### src/rtl/alu_result_stage_if.sv
// Handshake bundle between the add/sub datapath, the result stage and writeback.
// The stage uses the slave view; the producer/consumer side uses the master view.
interface alu_result_stage_if #(
    parameter int WIDTH  = 16,
    parameter int DEST_W = 3
);
    logic              in_valid;
    logic              in_ready;
    logic [WIDTH-1:0]  in_result;
    logic              in_cout;
    logic              in_sub;
    logic              in_a_msb;
    logic              in_b_msb;
    logic [DEST_W-1:0] in_dest;
    logic              in_setf;

    logic              out_valid;
    logic              out_ready;
    logic [WIDTH-1:0]  out_result;
    logic [DEST_W-1:0] out_dest;
    logic [3:0]        out_flags;
    logic [3:0]        status_flags;

    modport master (
        output in_valid, in_result, in_cout, in_sub, in_a_msb, in_b_msb, in_dest, in_setf,
        input  in_ready,
        input  out_valid, out_result, out_dest, out_flags, status_flags,
        output out_ready
    );

    modport slave (
        input  in_valid, in_result, in_cout, in_sub, in_a_msb, in_b_msb, in_dest, in_setf,
        output in_ready,
        output out_valid, out_result, out_dest, out_flags, status_flags,
        input  out_ready
    );
endinterface

### src/rtl/alu_result_stage.sv
// Result stage after the add/sub datapath: derives Z/N/C/V, holds up to two
// results in a head/tail skid buffer and maintains the architectural flags.
module alu_result_stage #(
    parameter int WIDTH  = 16,
    parameter int DEST_W = 3
) (
    input  logic                 clk,
    input  logic                 rst,
    input  logic                 flush,
    alu_result_stage_if.slave    bus
);

    typedef enum logic [1:0] {
        EMPTY = 2'd0,
        ONE   = 2'd1,
        FULL  = 2'd2
    } state_t;

    typedef struct packed {
        logic [WIDTH-1:0]  result;
        logic [DEST_W-1:0] dest;
        logic [3:0]        flags;
        logic              setf;
    } entry_t;

    state_t state;
    state_t state_next;

    entry_t head;
    entry_t tail;
    entry_t in_entry;

    logic [3:0] status;
    logic       in_ready;
    logic       out_valid;
    logic       push;
    logic       pop;
    logic       load_head_in;
    logic       load_head_tail;
    logic       load_tail;
    logic       update_status;

    logic       flag_z;
    logic       flag_n;
    logic       flag_c;
    logic       flag_v;
    logic       r_msb;

    // C is a borrow on SUB; V compares operand signs against the result sign,
    // with B's sign effectively inverted for SUB.
    always_comb begin
        r_msb  = bus.in_result[WIDTH-1];
        flag_z = (bus.in_result == '0);
        flag_n = r_msb;
        flag_c = bus.in_sub ? ~bus.in_cout : bus.in_cout;
        if (bus.in_sub) begin
            flag_v = (bus.in_a_msb != bus.in_b_msb) & (r_msb != bus.in_a_msb);
        end else begin
            flag_v = (bus.in_a_msb == bus.in_b_msb) & (r_msb != bus.in_a_msb);
        end
        in_entry.result = bus.in_result;
        in_entry.dest   = bus.in_dest;
        in_entry.flags  = {flag_z, flag_n, flag_c, flag_v};
        in_entry.setf   = bus.in_setf;
    end

    assign in_ready  = (state != FULL);
    assign out_valid = (state != EMPTY);
    assign push      = bus.in_valid & in_ready;
    assign pop       = out_valid & bus.out_ready;

    always_comb begin
        state_next     = state;
        load_head_in   = 1'b0;
        load_head_tail = 1'b0;
        load_tail      = 1'b0;
        update_status  = pop & head.setf & ~flush;
        if (flush) begin
            state_next = EMPTY;
        end else begin
            case (state)
                EMPTY: begin
                    if (push) begin
                        state_next   = ONE;
                        load_head_in = 1'b1;
                    end
                end
                ONE: begin
                    case ({push, pop})
                        2'b11: load_head_in = 1'b1;
                        2'b10: begin
                            state_next = FULL;
                            load_tail  = 1'b1;
                        end
                        2'b01: state_next = EMPTY;
                        default: state_next = ONE;
                    endcase
                end
                FULL: begin
                    if (pop) begin
                        state_next     = ONE;
                        load_head_tail = 1'b1;
                    end
                end
                default: state_next = EMPTY;
            endcase
        end
    end

    always_ff @(posedge clk) begin
        if (rst) begin
            state <= EMPTY;
        end else begin
            state <= state_next;
        end
    end

    // Head data is left untouched when the buffer drains so the outputs hold.
    always_ff @(posedge clk) begin
        if (rst) begin
            head   <= '0;
            tail   <= '0;
            status <= '0;
        end else begin
            if (load_head_in) begin
                head <= in_entry;
            end else if (load_head_tail) begin
                head <= tail;
            end
            if (load_tail) begin
                tail <= in_entry;
            end
            if (update_status) begin
                status <= head.flags;
            end
        end
    end

    assign bus.in_ready     = in_ready;
    assign bus.out_valid    = out_valid;
    assign bus.out_result   = head.result;
    assign bus.out_dest     = head.dest;
    assign bus.out_flags    = head.flags;
    assign bus.status_flags = status;

endmodule
### src/flat_wrapper.sv
// flat-port wrapper written by rule: the top's interface ports become plain ports
module alu_result_stage_flat 
#(
    parameter int WIDTH  = 16,
    parameter int DEST_W = 3
)
  (clk, rst, flush, bus_in_valid, bus_in_result, bus_in_cout, bus_in_sub, bus_in_a_msb, bus_in_b_msb, bus_in_dest, bus_in_setf, bus_in_ready, bus_out_valid, bus_out_result, bus_out_dest, bus_out_flags, bus_status_flags, bus_out_ready);
  alu_result_stage_if #(.WIDTH(WIDTH), .DEST_W(DEST_W)) bus_i ();
  input  logic clk;
  input  logic rst;
  input  logic flush;
  input wire logic [$bits(bus_i.in_valid)-1:0] bus_in_valid;
  input wire logic [$bits(bus_i.in_result)-1:0] bus_in_result;
  input wire logic [$bits(bus_i.in_cout)-1:0] bus_in_cout;
  input wire logic [$bits(bus_i.in_sub)-1:0] bus_in_sub;
  input wire logic [$bits(bus_i.in_a_msb)-1:0] bus_in_a_msb;
  input wire logic [$bits(bus_i.in_b_msb)-1:0] bus_in_b_msb;
  input wire logic [$bits(bus_i.in_dest)-1:0] bus_in_dest;
  input wire logic [$bits(bus_i.in_setf)-1:0] bus_in_setf;
  output wire logic [$bits(bus_i.in_ready)-1:0] bus_in_ready;
  output wire logic [$bits(bus_i.out_valid)-1:0] bus_out_valid;
  output wire logic [$bits(bus_i.out_result)-1:0] bus_out_result;
  output wire logic [$bits(bus_i.out_dest)-1:0] bus_out_dest;
  output wire logic [$bits(bus_i.out_flags)-1:0] bus_out_flags;
  output wire logic [$bits(bus_i.status_flags)-1:0] bus_status_flags;
  input wire logic [$bits(bus_i.out_ready)-1:0] bus_out_ready;
  assign bus_i.in_valid = bus_in_valid;
  assign bus_i.in_result = bus_in_result;
  assign bus_i.in_cout = bus_in_cout;
  assign bus_i.in_sub = bus_in_sub;
  assign bus_i.in_a_msb = bus_in_a_msb;
  assign bus_i.in_b_msb = bus_in_b_msb;
  assign bus_i.in_dest = bus_in_dest;
  assign bus_i.in_setf = bus_in_setf;
  assign bus_in_ready = bus_i.in_ready;
  assign bus_out_valid = bus_i.out_valid;
  assign bus_out_result = bus_i.out_result;
  assign bus_out_dest = bus_i.out_dest;
  assign bus_out_flags = bus_i.out_flags;
  assign bus_status_flags = bus_i.status_flags;
  assign bus_i.out_ready = bus_out_ready;
  alu_result_stage #(.WIDTH(WIDTH), .DEST_W(DEST_W)) u_core (.clk(clk), .rst(rst), .flush(flush), .bus(bus_i));
endmodule
### config.mk
export PLATFORM = sky130hd
export DESIGN_NAME = alu_result_stage_flat
export DESIGN_NICKNAME = d
export VERILOG_FILES = /design/src/rtl/alu_result_stage_if.sv /design/src/rtl/alu_result_stage.sv /design/src/flat_wrapper.sv
export SDC_FILE = /design/constraint.sdc
export NUM_CORES = 1
export LEC_CHECK = 0
export CAP_MARGIN = 20
export CORE_MARGIN = 2
export CORE_UTILIZATION = 56
export CTS_BUF_LIST = sky130_fd_sc_hd__clkbuf_2 sky130_fd_sc_hd__clkbuf_4 sky130_fd_sc_hd__clkbuf_8
export CTS_CLUSTER_DIAMETER = 100
export CTS_CLUSTER_SIZE = 25
export DETAILED_ROUTE_END_ITERATION = 6
export PLACE_DENSITY_LB_ADDON = 0.15
export RECOVER_POWER = 25
export SLEW_MARGIN = 25
export SYNTH_ARGS = -nofsm -noshare
export SYNTH_HDL_FRONTEND = slang
export SYNTH_SLANG_ARGS = --single-unit
### constraint.sdc
create_clock -name clk -period 5.35 [get_ports clk]
set_input_delay 1.605 -clock clk [delete_from_list [all_inputs] [get_ports clk]]
set_output_delay 1.605 -clock clk [all_outputs]
set_load 0.01 [all_outputs]
==> results.txt <==
The number of top-level design ports came out at 58. STA classifies the critical path endpoint as a flop. The maximum vdd ir drop is 0.1906 mV. The TritonCTS clock tree is built. The combined area of all synthesized cells came out at 0.002546 mm². The leakage power total came out at 0.9788 nW.

Clock tree synthesis found a total of 52 sinks. In this run the tool buffered the top-level ports with 57 buffer cells. The initialized floorplan defines 24 standard-cell rows.

After synthesis, the cell types taking the most area are dfxtp_1 41%, a21oi_1 9.2%, buf_4 8.0%, a32oi_1 7.2%, o211ai_1 6.5%. The highest fanout seen on the critical path came out at 22. The number of different library cells in the post-synthesis netlist came out at 37.

The signal arrival time at the worst endpoint is 3750 ps. The maximum clock rate is 280.1 MHz. The synthesis-to-layout area growth is 16.90%. Setup repair after global routing left no endpoint under its margin. The number of nets in the finished design came out at 337. Counting every net in the synthesized netlist gives 318.

Routability-driven placement finished with a final weighted congestion of 0.8633. After clock tree synthesis, the clock-pin slew on the worst setup and hold paths is 90 ps. The deepest clock path buffer count is 2. The width of the die is 71.43 µm. The final count of hold timing violations came out at 0. The worst setup path is launched from an input pin. The number of global-route vias before repair is 2018. The path class of the tightest hold or removal check is reg -> reg. After legalization and detailed placement, the total HPWL measured 3701 µm. Among all flip-flop cells after synthesis, the most frequent one is dfxtp_1. The average instance in the mapped netlist occupies 8.872 µm². The number of antenna violations at the first check in global routing came to 0.

The count of routing violations after the opening detailed-route iteration came out at 161. The number of buffers added for setup after CTS came out at 0. The critical path is of the in -> reg type. The depth of the worst register-to-register path came out at 6. The number of buffers inserted during clock tree synthesis came out at 5. The synthesis warning total is 0. The family of cells with the greatest summed delay on the critical path is simple AND/OR/NAND/NOR gates. The number of detailed-routing iterations run before antenna repair is 4. Entering global routing, the biggest net connects 33 pins. The biggest cell delay along the critical path came out at 990 ps.

The minimum clock period after layout came out at 3571 ps. Summing the sequential cell areas from Yosys gives 40.88% of the chip area. The share of async-settable or async-resettable flops after synthesis is 0%.

Summed over all layers, the routed wires come to 5799 µm. The leftover overflow at the end of global routing is 0. Across every metal layer, demand over resource in global routing totals 23.07%. Gates resized during post-CTS repair numbered 0. The average detailed-routed wire length per instance is 16.15 µm. The worst-margin pin slew came out at 1024 ps. The power density relative to cell area came out at 262.3 mW/mm². After detailed routing, the number of remaining DRC violations is 0. The count of flip-flops with a built-in enable after synthesis is 0. Counting every instance in the synthesized netlist gives 287. Setup violations remaining at the end of the flow were counted as 0. The floorplan step set the die height to 71.43 µm.

The via count normalized by instance count is 6.106. The core outline area came out at 0.004354 mm². The H-tree was split into 2 levels. The completed layout was analyzed and its total power is 0.0007807 W.

The count of inserted antenna diode cells is 0. The area fraction of the dominant cell type after synthesis came out at 40.88%. The area enclosed by the die boundary came out at 0.005102 mm².

The number of max-slew violations in the final report is 0. In this run the remaining antenna-violating nets after routing total 0. The via total after detailed routing is 2192. The number of buffer and inverter instances along the worst setup path came out at 1. The number of synthesized register bits came out at 52.

The hold-fix buffer count after cts came out at 0. The insertion delay of the later-clocked pin in the worst-skew pair is 310 ps. The flow ran to the end, and the final reports show no timing, DRC or antenna violations. The critical path goes through clkdlybuf4s50_1, nand4bb_1, o2111ai_1, o211ai_1. The biggest area contributor in the post-synthesis netlist is dfxtp_1. The logic depth of the worst path, buffers included is 4. The number of cells on the worst hold path is 2. For the worst setup path, the data required time is 5530 ps.

The number of violations of the max-capacitance limit came out at 0. For the final routed database, the setup TNS stands at 0 ps. The slowest stage of the critical path is the nand4bb_1 cell. The share of the cycle needed by the critical path after routing came out at 66.74%. The wire length of the first global-routing pass is 9501 µm.

Measured against its own limit, the worst slew margin works out to 31.33%. The post-route netlist has 5.863% of its cells at a drive strength greater than 1. The tree is rooted in a clkbuf_8. The maximum clock skew at final layout is 4.911 ps. The starting utilization of the core area came out at 58.48%.
==> worst paths after layout <==
| check | start | endpoint | slack, ps |
|---|---|---|---|
| max | flush | u_core.bus.out_flags[0] | 1780 |
| min | u_core.tail[22] | u_core.tail[22] | 460 |
| max reg2reg | u_core.state[0] | u_core.tail[1] | 3080 |
| min reg2reg | u_core.tail[22] | u_core.tail[22] | 460 |
==> cell families (layout without fill, tap and decap cells) <==
| logic type | Yosys count | in the layout | synth area share, % |
|---|---|---|---|
| AOI/OAI and AO/OA | 104 | 104 | 26.54 |
| xor gates and xnor gates | 2 | 2 | 0.6881 |
| and+or+nand+nor | 70 | 70 | 13.86 |
| DFF | 52 | 52 | 40.88 |
| buffers and inverters | 53 | 73 | 14.79 |
| muxes | 4 | 4 | 2.260 |
| adders and majority gates | 2 | 2 | 0.9826 |
==> final cells by class <==
class | instances | area [µm²]
sequential | 52 | 1041
fill | 361 | 1378
tap | 52 | 65.06
inverter | 4 | 15.01
clock buffer | 6 | 76.32
timing repair buffer | 61 | 600.6
multi-input combinational | 182 | 1144
clock inverter | 2 | 35.03
==> per-stage QoR <==
step / setup WS (ps) / hold WS [ps] / cell area [µm²] / utilization, % / cells
finish: 1779 / 459.0 / 2977 / 68.36 / 359
global route: 1688 / 469.1 / 2977 / 68.36 / 359
CTS: 1816 / 459.4 / 2977 / 68.36 / 359
detailed placement: 1498 / 445.9 / 2865 / 65.80 / 351
global placement: 1591 / 441.1 / 2865 / 65.80 / 351
floorplan: 2543 / 436.0 / 2546 / - / 287
==> synthesized netlist by cell type (4+ instances only) <==
| cell type | number |
|---|---|
| a21oi_1 | 47 |
| buf_4 | 27 |
| dfxtp_1 | 52 |
| o21ai_0 | 7 |
| nor4_1 | 4 |
| a32oi_1 | 21 |
| nand3_1 | 7 |
| clkbuf_1 | 6 |
| nand2_1 | 41 |
| buf_2 | 7 |
| buf_6 | 9 |
| inv_1 | 4 |
| o211ai_1 | 22 |
==> layer usage <==
| metal | vias to the layer above | global-route usage (%) | part of all wire, % |
|---|---|---|---|
| met2 | 87 | 36.93 | 49 |
| met5 | - | 0 | 0 |
| li1 | 1066 | - | - |
| met1 | 1032 | 31.31 | 44 |
| met3 | 7 | 5.063 | 6.0 |
| met4 | 0 | 7.128 | 1.1 |
==> sequential cells by signal (all words and copies together), names as in the netlist <==
register	count
u_core.bus.status_flags	4
u_core.head	1
u_core.bus.out_dest	3
u_core.bus.out_flags	4
u_core.tail	23
u_core.bus.out_result	15
u_core.state	2
==> worst register-to-register path, delay by kind of cell (launching register included) <==
kind            cells  cell delay [ps]
simple gates        3             1000
flops               1              690
compound gates      2              280
fa+ha+maj           1              240
==> report_power, final <==
| part | internal, W | switching [W] | leakage, nW |
|---|---|---|---|
| Sequential | 0.000398 | 0.00000768 | 0.422 |
| Combinational | 0.0000501 | 0.0000524 | 0.498 |
| Clock | 0.000144 | 0.000129 | 0.0586 |
==> cells in the final DEF (no fill, tap or decap), types with 2 or more instances in the layout <==
master / instances
a21oi_1: 47
a32oi_1: 21
buf_4: 4
clkbuf_8: 5
clkdlybuf4s50_1: 40
dfxtp_1: 52
dlygate4sd3_1: 17
ha_1: 2
inv_1: 4
mux2i_1: 2
nand2_1: 41
nand2b_1: 2
nand3_1: 7
nor2_1: 3
nor2b_1: 3
nor3_1: 2
nor4_1: 4
o211ai_1: 22
o21ai_0: 7
xor2_1: 2
(Power assumes the default switching activity.)
